File: src/rtl/easy_axis_rr_arbiter.sv
// rtl/easy_axis_rr_arbiter.sv - packet-aware round-robin arbiter onto one AXI-Stream port
module easy_axis_rr_arbiter #(
   parameter int NUM_IN  = 4,
   parameter int DWIDTH  = 32,
   localparam int IDWIDTH = (NUM_IN > 1) ? $clog2(NUM_IN) : 1
) (
   input  logic                     clk,
   input  logic                     rstn,
   input  logic [NUM_IN*DWIDTH-1:0] s_axis_tdata,
   input  logic [NUM_IN-1:0]        s_axis_tvalid,
   input  logic [NUM_IN-1:0]        s_axis_tlast,
   output logic [NUM_IN-1:0]        s_axis_tready,
   output logic [DWIDTH-1:0]        m_axis_tdata,
   output logic                     m_axis_tlast,
   output logic [IDWIDTH-1:0]       m_axis_tid,
   output logic                     m_axis_tvalid,
   input  logic                     m_axis_tready
);

   localparam logic [0:0] IDLE = 1'b0;
   localparam logic [0:0] XFER = 1'b1;

   logic [0:0]         state;
   logic [IDWIDTH-1:0] grant;
   logic [IDWIDTH-1:0] last_grant;
   logic [IDWIDTH-1:0] pick;
   logic [IDWIDTH-1:0] idx;
   logic               found;
   int                 cand;
   logic               xfer;
   logic               accept_last;

   // Reset forces every handshake output low regardless of the registered state.
   assign xfer = rstn && (state == XFER);

   // Scan last_grant+1, last_grant+2, ... wrapping at NUM_IN; first valid port wins.
   always_comb begin
      pick  = '0;
      idx   = '0;
      found = 1'b0;
      cand  = 0;
      for (int k = 1; k <= NUM_IN; k++) begin
         cand = int'(last_grant) + k;
         if (cand >= NUM_IN) begin
            cand = cand - NUM_IN;
         end
         idx = IDWIDTH'(cand);
         if (!found && s_axis_tvalid[idx]) begin
            pick  = idx;
            found = 1'b1;
         end
      end
   end

   // Ready is steered to the granted port only; it never looks at any tvalid.
   always_comb begin
      s_axis_tready = '0;
      if (xfer) begin
         s_axis_tready[grant] = m_axis_tready;
      end
   end

   assign m_axis_tvalid = xfer & s_axis_tvalid[grant];
   assign m_axis_tlast  = xfer & s_axis_tlast[grant];
   assign m_axis_tdata  = s_axis_tdata[grant*DWIDTH +: DWIDTH];
   assign m_axis_tid    = rstn ? grant : '0;
   assign accept_last   = m_axis_tvalid & m_axis_tready & m_axis_tlast;

   // Grant is taken in IDLE and held until the tlast beat is accepted.
   always_ff @(posedge clk) begin
      if (!rstn) begin
         state      <= IDLE;
         grant      <= '0;
         last_grant <= IDWIDTH'(NUM_IN - 1);
      end else begin
         case (state)
            IDLE: begin
               if (|s_axis_tvalid) begin
                  grant <= pick;
                  state <= XFER;
               end
            end
            default: begin
               if (accept_last) begin
                  last_grant <= grant;
                  state      <= IDLE;
               end
            end
         endcase
      end
   end

endmodule

File: config.mk
export PLATFORM = sky130hd
export DESIGN_NAME = easy_axis_rr_arbiter
export DESIGN_NICKNAME = d
export VERILOG_FILES = /design/src/rtl/easy_axis_rr_arbiter.sv
export SDC_FILE = /design/constraint.sdc
export NUM_CORES = 1
export LEC_CHECK = 0
export ABC_AREA = 1
export CAP_MARGIN = 5
export CORE_MARGIN = 8
export CORE_UTILIZATION = 25
export CTS_CLUSTER_DIAMETER = 100
export DETAILED_ROUTE_END_ITERATION = 12
export HOLD_SLACK_MARGIN = 0.15
export PLACE_DENSITY = 0.78
export SLEW_MARGIN = 25
export SYNTH_ARGS = -nofsm -noshare
export SYNTH_HDL_FRONTEND = slang
export SYNTH_SLANG_ARGS = --single-unit
export TNS_END_PERCENT = 20
File: constraint.sdc
create_clock -name clk -period 1.6 [get_ports clk]
set_input_delay 0.16 -clock clk [delete_from_list [all_inputs] [get_ports clk]]
set_output_delay 0.16 -clock clk [all_outputs]
set_load 0.005 [all_outputs]
Yosys cells after proc, flatten, opt, wreduce, memory -nomap -nowiden
Index checks and enable logic that the tools add are counted.

word-level totals
  bits in latches = 0
  ROM bits = 0
  input port bits = 139
  RAM bits = 0
  bits in registers = 5
  logic and storage cells = 69
  output and inout bits = 40
  memories = 0

cells by class
  $mul = 0
  bitwise operators = 6
  magnitude comparators = 10
  reductions and logical operators = 11
  div/mod/pow operators = 0
  $add $sub $neg = 8
  shift-type cells = 1
  equality and inequality tests = 0
  muxes and demuxes = 30

operators by type and width
  kind                                                                number
  indexed part select 128 x 8 -> 32 bit                               1
  two-way mux 2 bit                                                   9
  less-than comparator 2 x 3 -> 1 bit (second input constant)         5
  two-way mux 1 bit                                                   13
  binary-select mux 1 bit (select 2 bit)                              6
  greater-or-equal comparator 3 bit (second input constant)           3
  subtractor 2 x 1 -> 2 bit (second input constant)                   4
  adder 2 x 2 -> 3 bit (second input constant)                        2
  logical AND 1 bit                                                   5
  adder 2 x 3 -> 4 bit (second input constant)                        1
  bitwise AND 1 bit                                                   4
  bitwise AND 4 bit                                                   1
  greater-or-equal comparator 4 x 3 -> 1 bit (second input constant)  1
  two-way mux 4 bit                                                   1
  AND reduction 2 bit                                                 2
  OR reduction 4 bit                                                  1
  adder 2 x 1 -> 3 bit (second input constant)                        1
  logical NOT 1 bit                                                   3
  demux 1 bit (select 2 bit)                                          1
  greater-or-equal comparator 2 x 1 -> 1 bit (second input constant)  1
  NOT 1 bit                                                           1

Longest topological paths before layout
Gate-level depths: netlist of run 1.

  depth in word-level cells = 15
  mapped depth = 11
  gate-level depth less buffers = 10

Least setup slack after synthesis of run 1
No wires, ideal clock.

  kind = register to output
  start point = reg grant[1]
  end point = out m_axis_tdata[14]
  cell stages (with the launch flop) = 6
  data required time = 1.440 ns
  buffers on the path = 3
  arrival = 1.044 ns
  slack = 0.396 ns
  cell sequence = dfxtp_1 > buf_6 > buf_2 > clkbuf_1 > nand3_1 > nand3_1

on the way
  longest elaborated chain between the ends = 1

ends and longest elaborated chain
  what                                   RTL line  text
  from (decl)                            24        logic [IDWIDTH-1:0] grant;
  from (signal assigned)                 79        grant <= pick;
  indexed part select 128 x 8 -> 32 bit  65        assign m_axis_tdata = s_axis_tdata[grant*DWIDTH +: DWIDTH];
  to (decl)                              13        output logic [DWIDTH-1:0] m_axis_tdata,

No other way between the ends.

Worst setup path after layout of run 1
  start point = reg grant[0]
  end point = out m_axis_tdata[5]

The elaborated chain is that of the path after synthesis.

==> results of run 1 <==
routing by layer:
layer  track usage  part of all wire
met5             0                 0
met4        0.0470             0.020
met3        0.0769             0.088
met2         0.373              0.53
met1         0.240              0.36
through the flow:
stage	TNS (ps)	cell area, um2	hold WS [ps]	cells	worst slack, ps
final	-38.3	3710	560	536	-21.8
after global routing	-1410	3710	593	536	-81.5
after CTS	-1590	3640	596	534	-153
after detailed placement	-5380	3500	586	527	-193
after global placement	-4370	3500	589	527	-167
after floorplan	0	1460	245	267	396
synthesized netlist by cell type (all sizes together), types with 2 or more instances:
cell type | instances | area [um2]
clkinv | 3 | 13.8
o22ai | 2 | 12.5
a31oi | 2 | 27.5
dfxtp | 5 | 100
nand4 | 2 | 12.5
clkbuf | 9 | 33.8
o21ai | 2 | 10.0
nor2 | 13 | 53.8
buf | 14 | 91.3
inv | 18 | 72.6
nand3 | 108 | 541
nand2 | 56 | 243
a22oi | 31 | 233
kinds of logic (layout without fill, tap and decap cells):
kind of cell           count (synthesis)  count (layout)  synth area share
AOI/OAI and AO/OA                     39              39             0.203
buffers and inverters                 44             238             0.145
DFF                                    5               5            0.0687
and+or+nand+nor                      179             179             0.583
critical path, cell delays in order, from the launching register on:
cell      delay, ps
dfxtp_4         350
buf_12          130
nand2_8          70
clkinv_8         80
buf_12          160
a22oi_2         160
nand3_1         110
buf_2           140
sequential cells by signal, indices dropped and copies added (netlist names):
signal,count
grant,2
state,1
last_grant,2
what timing repair did:
| action | in CTS | in global routing |
|---|---|---|
| buffers inserted | 1 | 0 |
| pin swaps | 1 | 12 |
| gates resized for setup | 131 | 50 |
| endpoints found under the setup margin | 40 | 34 |
| hold buffers | 0 | 0 |
| gates cloned | 2 | 2 |
power groups by stage:
stage	combinational [W]	clock, W	sequential, W
floorplan	0.000678	0	0.000148
detailed placement	0.00175	0	0.000163
CTS	0.00178	0.000257	0.000165
global placement	0.00174	0	0.000163
global route	0.00198	0.000268	0.000167
finish	0.00183	0.000248	0.000166
worst paths after layout:
path                 startpoint               to  slack [ps]  cells after the start
setup / recovery       grant[0]  m_axis_tdata[5]         -20                      7
hold reg to reg   last_grant[0]    last_grant[0]         560                      2
setup reg to reg       grant[0]            state         130                     10
hold / removal    last_grant[0]    last_grant[0]         560                      2
layout by cell type (no fill, tap or decap), types with 2 or more instances in the layout:
cell and n:
a22oi_1 4, a22oi_2 27, buf_12 7, buf_16 2, buf_2 25, buf_4 20
buf_6 4, clkbuf_16 2, clkbuf_2 7, clkbuf_8 3, clkdlybuf4s50_1 138, dfxtp_1 2
dfxtp_4 2, dlygate4sd2_1 6, inv_1 14, inv_4 2, nand2_1 44, nand2_2 10
nand3_1 107, nand4_1 2, nor2_1 11, nor2_2 2, o22ai_1 2
final cells by class:
| cell class | instances | area (um2) |
|---|---|---|
| clock buffer | 3 | 41.3 |
| clock inverter | 1 | 5.00 |
| fill | 498 | 2070 |
| inverter | 21 | 106 |
| multi-input combinational | 218 | 1300 |
| sequential | 5 | 109 |
| tap | 75 | 93.8 |
| timing repair buffer | 213 | 2060 |
==> results by group, run 1 <==
Outcome
  • Status: finished with violations
  • Failing checks: negative setup slack

Pwr
  • Internal: 0.00130 W
  • Post-route total power: 0.00225 W
  • Comb pwr share: 0.816
  • Sequential share of power: 0.074
  • VDD IR max: 0.341 mV
  • Leakage: 1.63 nW
  • PwrDens: 605 mW/mm2
  • Sw Share: 0.422
  • Clk pwr share: 0.111
  • Switch Pwr: 0.000947 W

Setup path
  • Critical path peak fanout: 10
  • Arr. time, crit path: 1460 ps
  • Crit path kind: reg -> out
  • CP endpoint kind: primary output
  • Crit start category: register
  • CP required: 1440 ps

Die
  • I/O Pins: 179
  • Chip width: 92.3 um
  • Core Box Area: 0.00578 mm2
  • Die Ht: 92.3 um
  • Die Area: 0.00852 mm2
  • Initial Utilization: 0.252
  • Rows: 28

Finish
  • # diodes: 0
  • Layout area overhead: 155%
  • Ratio of cells with drive above 1 in the final layout: 0.269
  • Final Util: 0.642
  • Layout net count: 601

Timing
  • Final min period: 1620 ps
  • Final hold vios: 0
  • Skew final: 5.27 ps
  • Slew Viols, Final: 0
  • Least-Margin Pin Slew: 313 ps
  • Endpoints failing setup: 4
  • Setup WS post-layout: -21.8 ps
  • F_max: 617 MHz
  • RSZ-0062 raised after global routing: yes
  • Period utilisation layout: 1.01
  • Slew Limit Headroom: 0.791

GRT
  • Vias in the first global route: 2781
  • Largest net degree at the start of global routing: 31
  • Initial antenna violation count: 0
  • Total track usage: 0.213
  • Grt ovf: 0
  • First-pass GRT wire length: 14.6 mm

Placed design
  • IO buf count: 178
  • DP Wirelength: 7.77 mm
  • Gpl congestion: 0.919

Detailed routing
  • Antenna Nets Post-Route: 0
  • Routed wire per std cell: 18.6 um
  • Initial DRC count: 105
  • Vias: 2784
  • TritonRoute pass-1 iters: 5
  • Via density: 5.19
  • Final wirelength: 9.97 mm
  • DRC: 0

Logic synthesis
  • Yosys warning count: 0
  • Ys flop type: dfxtp_1
  • Post-Syn Area: 0.00146 mm2
  • Synth Instances: 267
  • Post-synth EDFFs: 0
  • Unique masters post-synth: 25
  • Synth Register Bits: 5
  • Post-synthesis sequential area ratio: 0.0687
  • Synth Area per Inst: 5.45 um2
  • Syn_nets: 406
  • FFs w/ async S/R, synth: 0

Clock network
  • Clock sink count: 5
  • Clk buf depth: 2
  • Clock buffer count from CTS: 3
  • H-Tree Depth: 1
  • CTS tree: done
  • Worst-path clk slew: 40 ps
  • Clk_lat worst skew: 230 ps
  • Root Buffer: clkbuf_8

Min path
  • HP Class: reg -> reg

Job
  • Max Cap Viol: 0
(Power assumes the default switching activity.)
==> inputs of run 2 (changes only) <==
- CORE_MARGIN: 8 -> unset
==> results by group, run 2 (synthesis gave the netlist of run 1 again) <==
Setup path
  • CP delay by family, top: buffers and inverters
  • CP endpoint kind: primary output
  • R2R Path End: last_grant[1]
  • Crit path kind: reg -> out
  • CP max-delay cell: dfxtp_4
  • Arr. time, crit path: 1550 ps (+90 ps)
  • CP required: 1440 ps (about the same)
  • Critical Path Max Stage Delay: 350 ps (about the same)
  • Critical path peak fanout: 12 (+2)
  • FF-to-FF Start: grant[0]
  • Crit start category: register
  • Reg2Reg Depth: 10 (unchanged)
  • WP buf/inv: 4 (unchanged)
  • Worst R2R Setup Slack: 170 ps (+40 ps)
  • CP cell instances: buf_6 > nand2_4 > inv_8 > buf_12 > a22oi_2 > nand3_1 > dlygate4sd2_1

GRT
  • Vias in the first global route: 2780 (-0.036%)
  • Total track usage: 0.262 (+0.0494)
  • Grt ovf: 0 (unchanged)
  • Largest net degree at the start of global routing: 26 (-16%)
  • Initial antenna violation count: 0 (unchanged)
  • First-pass GRT wire length: 12.8 mm (-13%)

Die
  • Die Ht: 78.3 um (-15%)
  • Die Area: 0.00613 mm2 (-28%)
  • Chip width: 78.3 um (-15%)
  • Core Box Area: 0.00557 mm2 (-3.6%)
  • Rows: 27 (-3.6%)
  • I/O Pins: 179 (unchanged)
  • Initial Utilization: 0.261 (+0.00933)

Timing
  • Endpoints failing setup: 10 (+6)
  • Slew Limit Headroom: 0.833 (+0.0414)
  • Skew final: 3.72 ps (-1.55 ps)
  • F_max: 583 MHz (-5.4%)
  • Final min period: 1710 ps (+92.2 ps)
  • Slew Viols, Final: 0 (unchanged)
  • RSZ-0062 raised after global routing: yes
  • Setup WS post-layout: -114 ps (-92.2 ps)
  • Least-Margin Pin Slew: 250 ps (-62.8 ps)
  • Final hold vios: 0 (unchanged)
  • Period utilisation layout: 1.07 (+0.0577)

Min path
  • Hold Startpoint: rstn
  • Hold Path Sink: last_grant[0]
  • HP Class: in -> reg
  • Hold Path Stages: 3 (+1)

Detailed routing
  • DRC: 0 (unchanged)
  • Initial DRC count: 92 (-12%)
  • Final wirelength: 8.46 mm (-15%)
  • Routed wire per std cell: 15.5 um (-16%)
  • Vias: 2790 (+0.22%)
  • TritonRoute pass-1 iters: 6 (+1)
  • Antenna Nets Post-Route: 0 (unchanged)
  • Via density: 5.13 (-1.3%)

Clock network
  • Worst-path clk slew: 40 ps (about the same)
  • Clk buf depth: 2 (unchanged)
  • Clock sink count: 5 (unchanged)
  • Hold buffers post-CTS: 0 (unchanged)
  • CTS tree: done
  • Clock buffer count from CTS: 3 (unchanged)
  • Root Buffer: clkbuf_8
  • H-Tree Depth: 1 (unchanged)
  • Clk_lat worst skew: 220 ps (about the same)

Finish
  • Fillcell total: 512 (+2.8%)
  • Layout area overhead: 158%
  • Ratio of cells with drive above 1 in the final layout: 0.265 (-0.00415)
  • Reg area: 109 um2 (unchanged)
  • Layout net count: 612 (+1.8%)
  • Largest registers: grant: 2 flops, last_grant: 2 flops, state: 1 flops
  • Commonest non-fill, non-tap cells in the layout: clkdlybuf4s50_1 (139), nand3_1 (108), nand2_1 (44)
  • Final Util: 0.674 (+0.0316)
  • Multi-input gate area: 0.00127 mm2 (-2.5%)
  • Leading cell type in the layout, fill and taps excluded: clkdlybuf4s50_1
  • # diodes: 0 (unchanged)

Outcome
  • Failing checks: negative setup slack
  • Status: finished with violations

Job
  • Max Cap Viol: 0 (unchanged)

Pwr
  • PwrDens: 600 mW/mm2 (-0.78%)
  • VDD IR max: 0.344 mV (+0.77%)
  • Leakage: 1.68 nW (+2.9%)

Placed design
  • IO buf count: 178 (unchanged)
  • Gpl congestion: 0.880 (-4.2%)
  • Post-place setup slack: -198 ps (-4.80 ps)
  • DP Wirelength: 6.69 mm (-14%)
run 2: per-layer routing:
layer | share of wire | track usage
met1 | 0.38 | 0.285
met2 | 0.55 | 0.504
met3 | 0.061 | 0.0558
met4 | 0.016 | 0.0722
met5 | 0 | 0
run 2: cell type report:
| cell class | instances | share of cell area |
|---|---|---|
| sequential | 5 | 0.0290 |
| tap | 72 | 0.0240 |
| multi-input combinational | 218 | 0.338 |
| clock buffer | 4 | 0.0120 |
| timing repair buffer | 224 | 0.570 |
| inverter | 21 | 0.0270 |
run 2: metrics by stage:
step	hold slack (ps)	area, um2	setup TNS, ps	total power [W]	cells
2_1_floorplan	245	1460	0	0.000826	267
3_3_place_gp	585	3550	-2860	0.00193	530
3_5_place_dp	591	3550	-3680	0.00195	530
4_1_cts	445	3720	-2350	0.00221	536
5_1_grt	468	3760	-1490	0.00242	544
6_report	440	3760	-631	0.00225	544
run 2: worst max path at each step:
stage                           from               end  slack, ps  cells after the start
finish                      grant[0]  m_axis_tdata[16]       -110                      7
global route                grant[1]  m_axis_tdata[17]       -180                      8
CTS                         grant[0]  m_axis_tdata[11]       -210                      6
detailed placement          grant[0]  m_axis_tdata[16]       -200                      7
global placement    s_axis_tvalid[3]     m_axis_tvalid       -150                      6
floorplan                   grant[1]  m_axis_tdata[14]        400                      5
run 2: worst reg2reg max path, cell delays in order (launching register included):
cell	delay, ps
dfxtp_4	370
buf_6	120
nand2_4	60
inv_8	80
buf_4	110
nand2_2	50
a31oi_4	190
buf_4	150
nand2_2	70
nand2_1	60
nand3_1	60
run 2: what timing repair did:
item,CTS,global route
resized for setup,122,35
endpoints found under the setup margin,39,34
gates cloned,1,1
pin swaps,6,10
buffers inserted,1,7
run 2: power by group:
part / switching (W) / internal, W
combinational: 0.000816 / 0.00104
sequential: 0.0000218 / 0.000143
clock: 0.0000673 / 0.000172
total: 0.000905 / 0.00135
==> inputs of run 3 (changes only) <==
- CAP_MARGIN: 5 -> unset
- CTS_CLUSTER_DIAMETER: 100 -> 30
- SETUP_SLACK_MARGIN: unset -> 0.02
==> results by group, run 3 (synthesis gave the netlist of run 1 again) <==
Outcome
  • Status: finished with violations
  • Failing checks: negative setup slack

Job
  • Max Cap Viol: 0 (unchanged)

Detailed routing
  • TritonRoute pass-1 iters: 6 (unchanged)
  • DRC: 0 (unchanged)
  • Antenna Nets Post-Route: 0 (unchanged)
  • Via density: 5.16 (+0.56%)
  • Vias: 2821 (+1.1%)
  • Routed wire per std cell: 15.9 um (+2.1%)
  • Final wirelength: 8.69 mm (+2.7%)
  • Initial DRC count: 81 (-12%)

Setup path
  • CP endpoint kind: primary output
  • Crit path kind: reg -> out
  • CP delay by family, top: buffers and inverters
  • WP buf/inv: 5 (+1)
  • Arr. time, crit path: 1520 ps (-30 ps)
  • Crit start category: register
  • Critical Path Max Stage Delay: 370 ps (+20 ps)
  • CP cell instances: clkinv_4 > nand2_4 > inv_4 > buf_6 > buf_12 > a22oi_1 > nand3_1 > clkdlybuf4s15_2
  • CP max-delay cell: dfxtp_4
  • CP required: 1440 ps (about the same)
  • Critical path peak fanout: 8 (-4)

Timing
  • Final min period: 1680 ps (-33.5 ps)
  • Setup WS post-layout: -80.5 ps (+33.5 ps)
  • Endpoints failing setup: 8 (-2)
  • RSZ-0062 raised after global routing: yes
  • Slew Limit Headroom: 0.833 (about the same)
  • Final hold vios: 0 (unchanged)
  • Slew Viols, Final: 0 (unchanged)
  • Skew final: 3.30 ps (-0.418 ps)
  • Period utilisation layout: 1.05 (-0.0209)
  • F_max: 595 MHz (+2.0%)
  • Least-Margin Pin Slew: 249 ps (-0.274 ps)

Pwr
  • Post-route total power: 0.00233 W (+3.4%)
  • Leakage: 1.70 nW (+1.1%)
  • VDD IR max: 0.330 mV (-3.9%)
  • PwrDens: 611 mW/mm2 (+1.7%)

Clock network
  • Clk_lat worst skew: 220 ps (about the same)
  • CTS tree: done
  • Worst-path clk slew: 40 ps (about the same)
  • Clock sink count: 5 (unchanged)
  • Root Buffer: clkbuf_8
  • Hold buffers post-CTS: 0 (unchanged)
  • Clk buf depth: 2 (unchanged)
  • H-Tree Depth: 1 (unchanged)
  • Clock buffer count from CTS: 3 (unchanged)

Placed design
  • Gpl congestion: 0.880 (unchanged)
  • IO buf count: 178 (unchanged)
  • DP Wirelength: 6.69 mm (unchanged)
  • Total placed instance area: 0.00355 mm2 (unchanged)
  • Post-place setup slack: -198 ps (unchanged)

Finish
  • Ratio of cells with drive above 1 in the final layout: 0.280 (+0.0152)
  • Layout area overhead: 162%
  • Largest registers: grant: 2 flops, last_grant: 2 flops, state: 1 flops
  • # diodes: 0 (unchanged)
  • Finished Cell Area: 0.00382 mm2 (+1.7%)
  • Leading cell type in the layout, fill and taps excluded: clkdlybuf4s50_1
  • Commonest non-fill, non-tap cells in the layout: clkdlybuf4s50_1 (139), nand3_1 (107), nand2_1 (44)
  • Layout net count: 615 (+0.49%)

Die
  • I/O Pins: 179 (unchanged)
  • Chip width: 78.3 um (unchanged)
  • Initial Utilization: 0.261 (unchanged)
  • Rows: 27 (unchanged)
  • Die Area: 0.00613 mm2 (unchanged)
  • Core Box Area: 0.00557 mm2 (unchanged)
  • Die Ht: 78.3 um (unchanged)

GRT
  • Vias in the first global route: 2785 (+0.18%)
  • First-pass GRT wire length: 12.9 mm (+1.0%)
  • Initial antenna violation count: 0 (unchanged)
  • Total track usage: 0.266 (+0.00391)
  • Largest net degree at the start of global routing: 26 (unchanged)
  • Grt ovf: 0 (unchanged)

Min path
  • HP Class: in -> reg
[run 3: path summary, 6_finish.rpt]
path | start | end | slack (ps) | cells after the start
worst min register to register | last_grant[0] | last_grant[0] | 570 | 2
worst min-delay path | rstn | last_grant[0] | 440 | 3
worst max-delay path | grant[1] | m_axis_tdata[9] | -80 | 8
worst max register to register | grant[0] | last_grant[1] | 140 | 10
[run 3: through the flow]
stage                      util  setup TNS, ps  hold slack [ps]  std cells
after floorplan               -              0              245        267
final                     0.685           -509              440        547
after detailed placement  0.637          -3680              591        530
after global routing      0.685          -1480              469        547
after CTS                 0.672          -1530              445        539
after global placement    0.637          -2860              585        530
[run 3: metal layers]
metal / GRT usage / vias up / wire length [um]
met2: 0.529 / 113 / 4800
met5: 0 / - / 0
met1: 0.282 / 1329 / 3220
met3: 0.0581 / 12 / 519
met4: 0.0537 / 0 / 143
li1: - / 1367 / -
[run 3: worst reg2reg max path: cells and delay by family, from the launching register on]
family / cells / cell delay (ps)
and+or+nand+nor: 6 / 430
buffers and inverters: 3 / 410
DFF: 1 / 370
AOI/OAI and AO/OA: 1 / 140
[run 3: cell type report]
type / instances / area, um2
clock buffer: 4 / 45.0
sequential: 5 / 109
fill: 494 / 1760
inverter: 21 / 106
timing repair buffer: 227 / 2180
tap: 72 / 90.1
multi-input combinational: 218 / 1290
[run 3: power by group]
group / leakage [nW] / total, W / internal, W / switching [W]
registers: 0.0420 / 0.000165 / 0.000143 / 0.0000218
logic: 1.63 / 0.00193 / 0.00108 / 0.000850
clock network: 0.0228 / 0.000236 / 0.000171 / 0.0000645
total: 1.70 / 0.00233 / 0.00140 / 0.000936
[run 3: what timing repair did]
item	in CTS	in global routing
endpoints found under the hold margin	0	0
pin swaps	10	23
setup endpoints to repair	40	32
gates resized for setup	131	42
cloned	2	1
buffers inserted	4	7
